### config.mk
export PLATFORM = sky130hd
export DESIGN_NAME = ram_fifo_ctrl_flat
export DESIGN_NICKNAME = d
export VERILOG_FILES = /design/src/rtl/ram_fifo_ctrl_if.sv /design/src/rtl/ram_fifo_ctrl.sv /design/src/flat_wrapper.sv
export SDC_FILE = /design/constraint.sdc
export NUM_CORES = 1
export LEC_CHECK = 0
export BUFFER_PORTS_ARGS = -buffer_cell sky130_fd_sc_hd__buf_2
export CAP_MARGIN = 25
export CELL_PAD_IN_SITES_DETAIL_PLACEMENT = 1
export CELL_PAD_IN_SITES_GLOBAL_PLACEMENT = 1
export CORE_MARGIN = 4
export CORE_UTILIZATION = 31
export DETAILED_ROUTE_END_ITERATION = 6
export PLACE_DENSITY = 0.83
export SYNTH_ARGS = -nofsm -noshare
export SYNTH_HDL_FRONTEND = slang
export SYNTH_SLANG_ARGS = --single-unit
export TNS_END_PERCENT = 100
### constraint.sdc
create_clock -name clk -period 5.15 [get_ports clk]
set_input_delay 1.03 -clock clk [delete_from_list [all_inputs] [get_ports clk]]
set_output_delay 1.03 -clock clk [all_outputs]
set_load 0.02 [all_outputs]
### src/rtl/ram_fifo_ctrl_if.sv
// Push/pop stream plus RAM-side bus of the FIFO controller.
// With RAM_FIFO_CTRL_ERR_FLAGS_EN defined, the sticky overflow/underflow flags are added.
interface ram_fifo_ctrl_if #(
  parameter int WIDTH = 8,
  parameter int DEPTH = 16
);
  localparam int DEPTH_LOG = $clog2(DEPTH);

  // Handshake: a push is taken on a posedge where wr_en=1 and full=0, and a pop where
  // rd_en=1 and empty=0. full/empty act as the ready signals for the two sides.
  logic                 wr_en;
  logic [WIDTH-1:0]     wr_data;
  logic                 full;
  logic                 rd_en;
  logic [WIDTH-1:0]     rd_data;
  logic                 empty;
  logic [DEPTH_LOG:0]   count;
  logic                 ram_we_n;
  logic [DEPTH_LOG-1:0] ram_addr_wr;
  logic [WIDTH-1:0]     ram_data_wr;
  logic [DEPTH_LOG-1:0] ram_addr_rd;
  logic [WIDTH-1:0]     ram_data_rd;
`ifdef RAM_FIFO_CTRL_ERR_FLAGS_EN
  logic                 overflow;
  logic                 underflow;
`endif

  modport master (
    output wr_en, wr_data, rd_en, ram_data_rd,
    input  full, rd_data, empty, count, ram_we_n, ram_addr_wr, ram_data_wr, ram_addr_rd
`ifdef RAM_FIFO_CTRL_ERR_FLAGS_EN
    , input overflow, underflow
`endif
  );

  modport slave (
    input  wr_en, wr_data, rd_en, ram_data_rd,
    output full, rd_data, empty, count, ram_we_n, ram_addr_wr, ram_data_wr, ram_addr_rd
`ifdef RAM_FIFO_CTRL_ERR_FLAGS_EN
    , output overflow, underflow
`endif
  );
endinterface

### src/rtl/ram_fifo_ctrl.sv
// FWFT FIFO controller driving an external async-read dual-port RAM.
// Optional sticky overflow/underflow flags under RAM_FIFO_CTRL_ERR_FLAGS_EN.
module ram_fifo_ctrl #(
  parameter int WIDTH = 8,
  parameter int DEPTH = 16
) (
  input logic           clk,
  input logic           rst,
  ram_fifo_ctrl_if.slave bus
);
  localparam int DEPTH_LOG = $clog2(DEPTH);
  localparam logic [DEPTH_LOG:0] FULL_CNT = (DEPTH_LOG+1)'(DEPTH);
  localparam logic [DEPTH_LOG:0] ONE      = (DEPTH_LOG+1)'(1);

  logic [DEPTH_LOG:0] wr_ptr_q, wr_ptr_d;
  logic [DEPTH_LOG:0] rd_ptr_q, rd_ptr_d;
  logic [DEPTH_LOG:0] count_q, count_d;
  logic               full, empty, push_ok, pop_ok;

  assign full  = (count_q == FULL_CNT);
  assign empty = (count_q == '0);

  // Reset suppresses the RAM write strobe so a discarded push never touches memory.
  assign push_ok = bus.wr_en & ~full & ~rst;
  assign pop_ok  = bus.rd_en & ~empty;

  always_comb begin
    wr_ptr_d = wr_ptr_q;
    rd_ptr_d = rd_ptr_q;
    count_d  = count_q;
    if (push_ok) wr_ptr_d = wr_ptr_q + ONE;
    if (pop_ok)  rd_ptr_d = rd_ptr_q + ONE;
    case ({push_ok, pop_ok})
      2'b10:   count_d = count_q + ONE;
      2'b01:   count_d = count_q - ONE;
      default: count_d = count_q;
    endcase
  end

`ifdef RAM_FIFO_CTRL_ERR_FLAGS_EN
  logic overflow_q, overflow_d, underflow_q, underflow_d;
  always_comb begin
    overflow_d  = overflow_q  | (bus.wr_en & full);
    underflow_d = underflow_q | (bus.rd_en & empty);
  end
  assign bus.overflow  = overflow_q;
  assign bus.underflow = underflow_q;
`endif

  always_ff @(posedge clk) begin
    if (rst) begin
      wr_ptr_q <= '0;
      rd_ptr_q <= '0;
      count_q  <= '0;
`ifdef RAM_FIFO_CTRL_ERR_FLAGS_EN
      overflow_q  <= 1'b0;
      underflow_q <= 1'b0;
`endif
    end else begin
      wr_ptr_q <= wr_ptr_d;
      rd_ptr_q <= rd_ptr_d;
      count_q  <= count_d;
`ifdef RAM_FIFO_CTRL_ERR_FLAGS_EN
      overflow_q  <= overflow_d;
      underflow_q <= underflow_d;
`endif
    end
  end

  assign bus.full        = full;
  assign bus.empty       = empty;
  assign bus.count       = count_q;
  assign bus.ram_we_n    = ~push_ok;
  assign bus.ram_addr_wr = wr_ptr_q[DEPTH_LOG-1:0];
  assign bus.ram_data_wr = bus.wr_data;
  assign bus.ram_addr_rd = rd_ptr_q[DEPTH_LOG-1:0];
  assign bus.rd_data     = bus.ram_data_rd;
endmodule

### src/flat_wrapper.sv
// flat-port wrapper written by rule: the top's interface ports become plain ports
module ram_fifo_ctrl_flat 
#(
  parameter int WIDTH = 8,
  parameter int DEPTH = 16
)
  (clk, rst, bus_wr_en, bus_wr_data, bus_rd_en, bus_ram_data_rd, bus_full, bus_rd_data, bus_empty, bus_count, bus_ram_we_n, bus_ram_addr_wr, bus_ram_data_wr, bus_ram_addr_rd);
  ram_fifo_ctrl_if #(.WIDTH(WIDTH), .DEPTH(DEPTH)) bus_i ();
  input logic clk;
  input logic rst;
  input wire logic [$bits(bus_i.wr_en)-1:0] bus_wr_en;
  input wire logic [$bits(bus_i.wr_data)-1:0] bus_wr_data;
  input wire logic [$bits(bus_i.rd_en)-1:0] bus_rd_en;
  input wire logic [$bits(bus_i.ram_data_rd)-1:0] bus_ram_data_rd;
  output wire logic [$bits(bus_i.full)-1:0] bus_full;
  output wire logic [$bits(bus_i.rd_data)-1:0] bus_rd_data;
  output wire logic [$bits(bus_i.empty)-1:0] bus_empty;
  output wire logic [$bits(bus_i.count)-1:0] bus_count;
  output wire logic [$bits(bus_i.ram_we_n)-1:0] bus_ram_we_n;
  output wire logic [$bits(bus_i.ram_addr_wr)-1:0] bus_ram_addr_wr;
  output wire logic [$bits(bus_i.ram_data_wr)-1:0] bus_ram_data_wr;
  output wire logic [$bits(bus_i.ram_addr_rd)-1:0] bus_ram_addr_rd;
  assign bus_i.wr_en = bus_wr_en;
  assign bus_i.wr_data = bus_wr_data;
  assign bus_i.rd_en = bus_rd_en;
  assign bus_i.ram_data_rd = bus_ram_data_rd;
  assign bus_full = bus_i.full;
  assign bus_rd_data = bus_i.rd_data;
  assign bus_empty = bus_i.empty;
  assign bus_count = bus_i.count;
  assign bus_ram_we_n = bus_i.ram_we_n;
  assign bus_ram_addr_wr = bus_i.ram_addr_wr;
  assign bus_ram_data_wr = bus_i.ram_data_wr;
  assign bus_ram_addr_rd = bus_i.ram_addr_rd;
  ram_fifo_ctrl #(.WIDTH(WIDTH), .DEPTH(DEPTH)) u_core (.clk(clk), .rst(rst), .bus(bus_i));
endmodule
==> impl_metrics.csv <==
group,metric,value,unit
worst_setup_path,critPathLaunchType,"flip-flop",
worst_setup_path,crit_end,"u_core.bus.count[4]",
placed_design,gp_congestion,0.7271,
floorplanning,die_height,60.70,um
clocking,numCtsBuffers,3,
synth,synth_cell_type_count,25,
cells_and_area,fin_cells,134,
floorplanning,num_rows,18,
drt,ant_nets,0,
clocking,holdBufCountCts,0,
floorplanning,die_x,60.70,um
drt,drt_pre_antenna_iters,2,
cells_and_area,final_common_cell,"nor2_1",
clocking,clockBufferDepth,2,
clocking,clk_latency,0.28,ns
cells_and_area,area_growth,2.326,%
timing,max_slew_margin,0.5404,
floorplanning,ioPinCount,52,
grt,groute.usage.overall,0.1175,
synth,yosysWarnings,0,
placed_design,dpl.cell_count,130,
run_status,status,"complete, no violations",
grt,grt_pass1_wl,3132,um
placed_design,place_area,854.6,um2
timing,rsz0062_at_grt,"no",
worst_setup_path,r2r_cells,10,
clocking,cts-root-buf,"clkbuf_4",
synth,avgSynthCellArea,8.523,um2
timing,slew_viol_final,0,
worst_setup_path,worstPathArrival,3.35,ns
job,maxCapViolCount,0,
placed_design,dpl_worst_slack,1.914,ns
drt,routed_wl,1899,um
clocking,clk_pin_slew,0.09,ns
timing,fin_hold_ws,0.5236,ns
timing,skew,0.01346,ns
timing,finalCritPeriodShare,0.6162,
timing,fmax,315.1,MHz
synth,syn-cell-area,860.8,um2
worst_setup_path,reg2reg_slack,1.98,ns
worst_setup_path,r2r_end,"u_core.bus.count[4]",
drt,drtIter0Drc,11,
worst_setup_path,critical_path.startpoint,"u_core.bus.count[0]",
timing,max_slew.worst_pin.slew,0.6831,ns
drt,routed-wl-met3,135,um
power_and_ir_drop,leakage,0.4161,nW
worst_setup_path,crit_required,5.33,ns
worst_hold_path,hold_path_class,"reg2reg",
cells_and_area,diodes,0,
drt,routed-wl-met2,955,um
timing,hold_viol,0,
worst_setup_path,r2r-start,"u_core.bus.count[0]",
cells_and_area,nets,132,
worst_setup_path,cp_slowest_cell,"nor4_1",
synth,postSynthNetCount,128,
worst_setup_path,cp_max_fo,6,
timing,fin_tns_setup,0,ns
grt,antenna_found_initial,0,
worst_setup_path,path_class,"reg2reg",
worst_setup_path,path_cells,"nor4_1, a21oi_1, nand2b_1, ha_1, inv_1, fa_1, nand2b_1, a21oi_1, mux2i_1, mux2_2",
timing,setup_ws,1.976,ns
floorplanning,start_util,0.3353,
power_and_ir_drop,p_per_area,558.3,mW/mm2
floorplanning,core,0.002567,mm2
timing,min_period,3.174,ns
synth,ys_seq_elements,13,
clocking,clock-sinks,13,
placed_design,io_buffers,19,
timing,setup_violations,0,
worst_setup_path,max_stage_delay,0.64,ns
drt,vias,656,
worst_setup_path,worst_setup_path_end_kind,"flip-flop",
grt,grt_max_degree,18,
grt,grt_pass1_vias,685,
power_and_ir_drop,ir_drop,0.2629,mV
cells_and_area,fill_cells,335,
drt,met1_length,770,um
clocking,postCtsSetupRepairBufs,0,
floorplanning,dieArea,0.003684,mm2
drt,route.detailed.wl_per_inst,14.17,um
cells_and_area,layout_common_cells,"20 x nor2_1, 19 x buf_2, 13 x dfxtp_1",
placed_design,hpwl,1485,um
grt,gr-total-overflow,0,
clocking,ctsHtreeMaxLevel,1,
synth,seq_area_frac_synth,0.3023,
synth,synthCells,101,
cells_and_area,drive_above_1_share,0.2500,
drt,drc,0,
clocking,cts.repair.resized,0,
drt,highest_layer,"met4",
clocking,cts_tree,"built",
cells_and_area,final_cell_area,880.8,um2
drt,viasPerCell,4.896,
==> logic make-up (layout without fill, tap and decap cells) <==
group / count (synthesis) / after routing / share of synthesized area
mux: 4 / 4 / 0.04797
simple gates: 31 / 31 / 0.1686
fa+ha+maj: 7 / 7 / 0.1105
buf+inv: 26 / 29 / 0.1875
compound gates: 12 / 12 / 0.1017
xor+xnor: 8 / 8 / 0.08140
flops: 13 / 13 / 0.3023
==> flip-flops by register name, indices dropped and copies added (netlist names) <==
signal and flops:
u_core.wr_ptr_q 4, u_core.rd_ptr_q 4, u_core.bus.count 5
==> synthesized netlist by cell type <==
library cell | count | share of area
nor2_1 | 20 | 0.087
buf_4 | 17 | 0.15
dfxtp_1 | 13 | 0.30
ha_1 | 6 | 0.087
inv_1 | 6 | 0.026
a21oi_1 | 5 | 0.029
xor2_1 | 5 | 0.051
clkbuf_1 | 3 | 0.013
mux2i_1 | 3 | 0.035
o211ai_1 | 3 | 0.026
xnor2_1 | 3 | 0.031
a211oi_1 | 2 | 0.017
nand2b_1 | 2 | 0.015
nand3_1 | 2 | 0.012
a21o_2 | 1 | 0.010
and2_1 | 1 | 0.0073
and3_1 | 1 | 0.0073
fa_1 | 1 | 0.023
mux2_2 | 1 | 0.013
nand2_1 | 1 | 0.0044
nor2b_1 | 1 | 0.0073
nor4_1 | 1 | 0.0073
o21ai_4 | 1 | 0.019
or4_1 | 1 | 0.0087
or4_4 | 1 | 0.013
==> layer usage <==
metal / vias to the layer above / GRT usage
li1: 320 / -
met1: 309 / 0.1271
met2: 21 / 0.2076
met3: 6 / 0.02766
met4: 0 / 0.06811
met5: - / 0
==> power breakdown <==
part           internal, W  total [W]  switching (W)
clock network    0.0000300  0.0000627      0.0000326
registers         0.000122   0.000156      0.0000339
logic             0.000106   0.000273       0.000168
==> area by class of cell <==
cell class	instances	area (um2)	share of cell area
multi-input cells	62	439.2	0.4986
repair buffers	19	95.09	0.1080
flip-flops and latches	13	260.3	0.2955
well taps	30	37.54	0.04261
clock buffers	4	26.28	0.02983
inverters	6	22.52	0.02557
==> worst max-delay path: cells and delay by family (launching register included) <==
family / cells / cell delay [ns]
and+or+nand+nor: 3 / 0.97
adders and majority gates: 2 / 0.67
muxes: 2 / 0.55
AOI/OAI and AO/OA: 2 / 0.42
DFF: 1 / 0.37
buffers and inverters: 1 / 0.10
==> per-stage QoR <==
stage / utilization / total power, W
6_report: 0.3431 / 0.0004918
3_5_place_dp: 0.3328 / 0.0004349
3_3_place_gp: 0.3328 / 0.0004184
5_1_grt: 0.3431 / 0.0005380
4_1_cts: 0.3431 / 0.0004986
2_1_floorplan: - / 0.0003718
==> how the worst min path moves through the flow <==
stage	start	endpoint	slack, ns	cells after the start
finish	u_core.rd_ptr_q[3]	u_core.rd_ptr_q[3]	0.52	2
CTS	u_core.rd_ptr_q[3]	u_core.rd_ptr_q[3]	0.54	2
floorplan	u_core.bus.count[3]	u_core.bus.count[3]	0.60	2
detailed placement	u_core.rd_ptr_q[3]	u_core.rd_ptr_q[3]	0.51	2
global route	u_core.rd_ptr_q[3]	u_core.rd_ptr_q[3]	0.57	2
global placement	u_core.rd_ptr_q[3]	u_core.rd_ptr_q[3]	0.50	2
(Power assumes the default switching activity.)
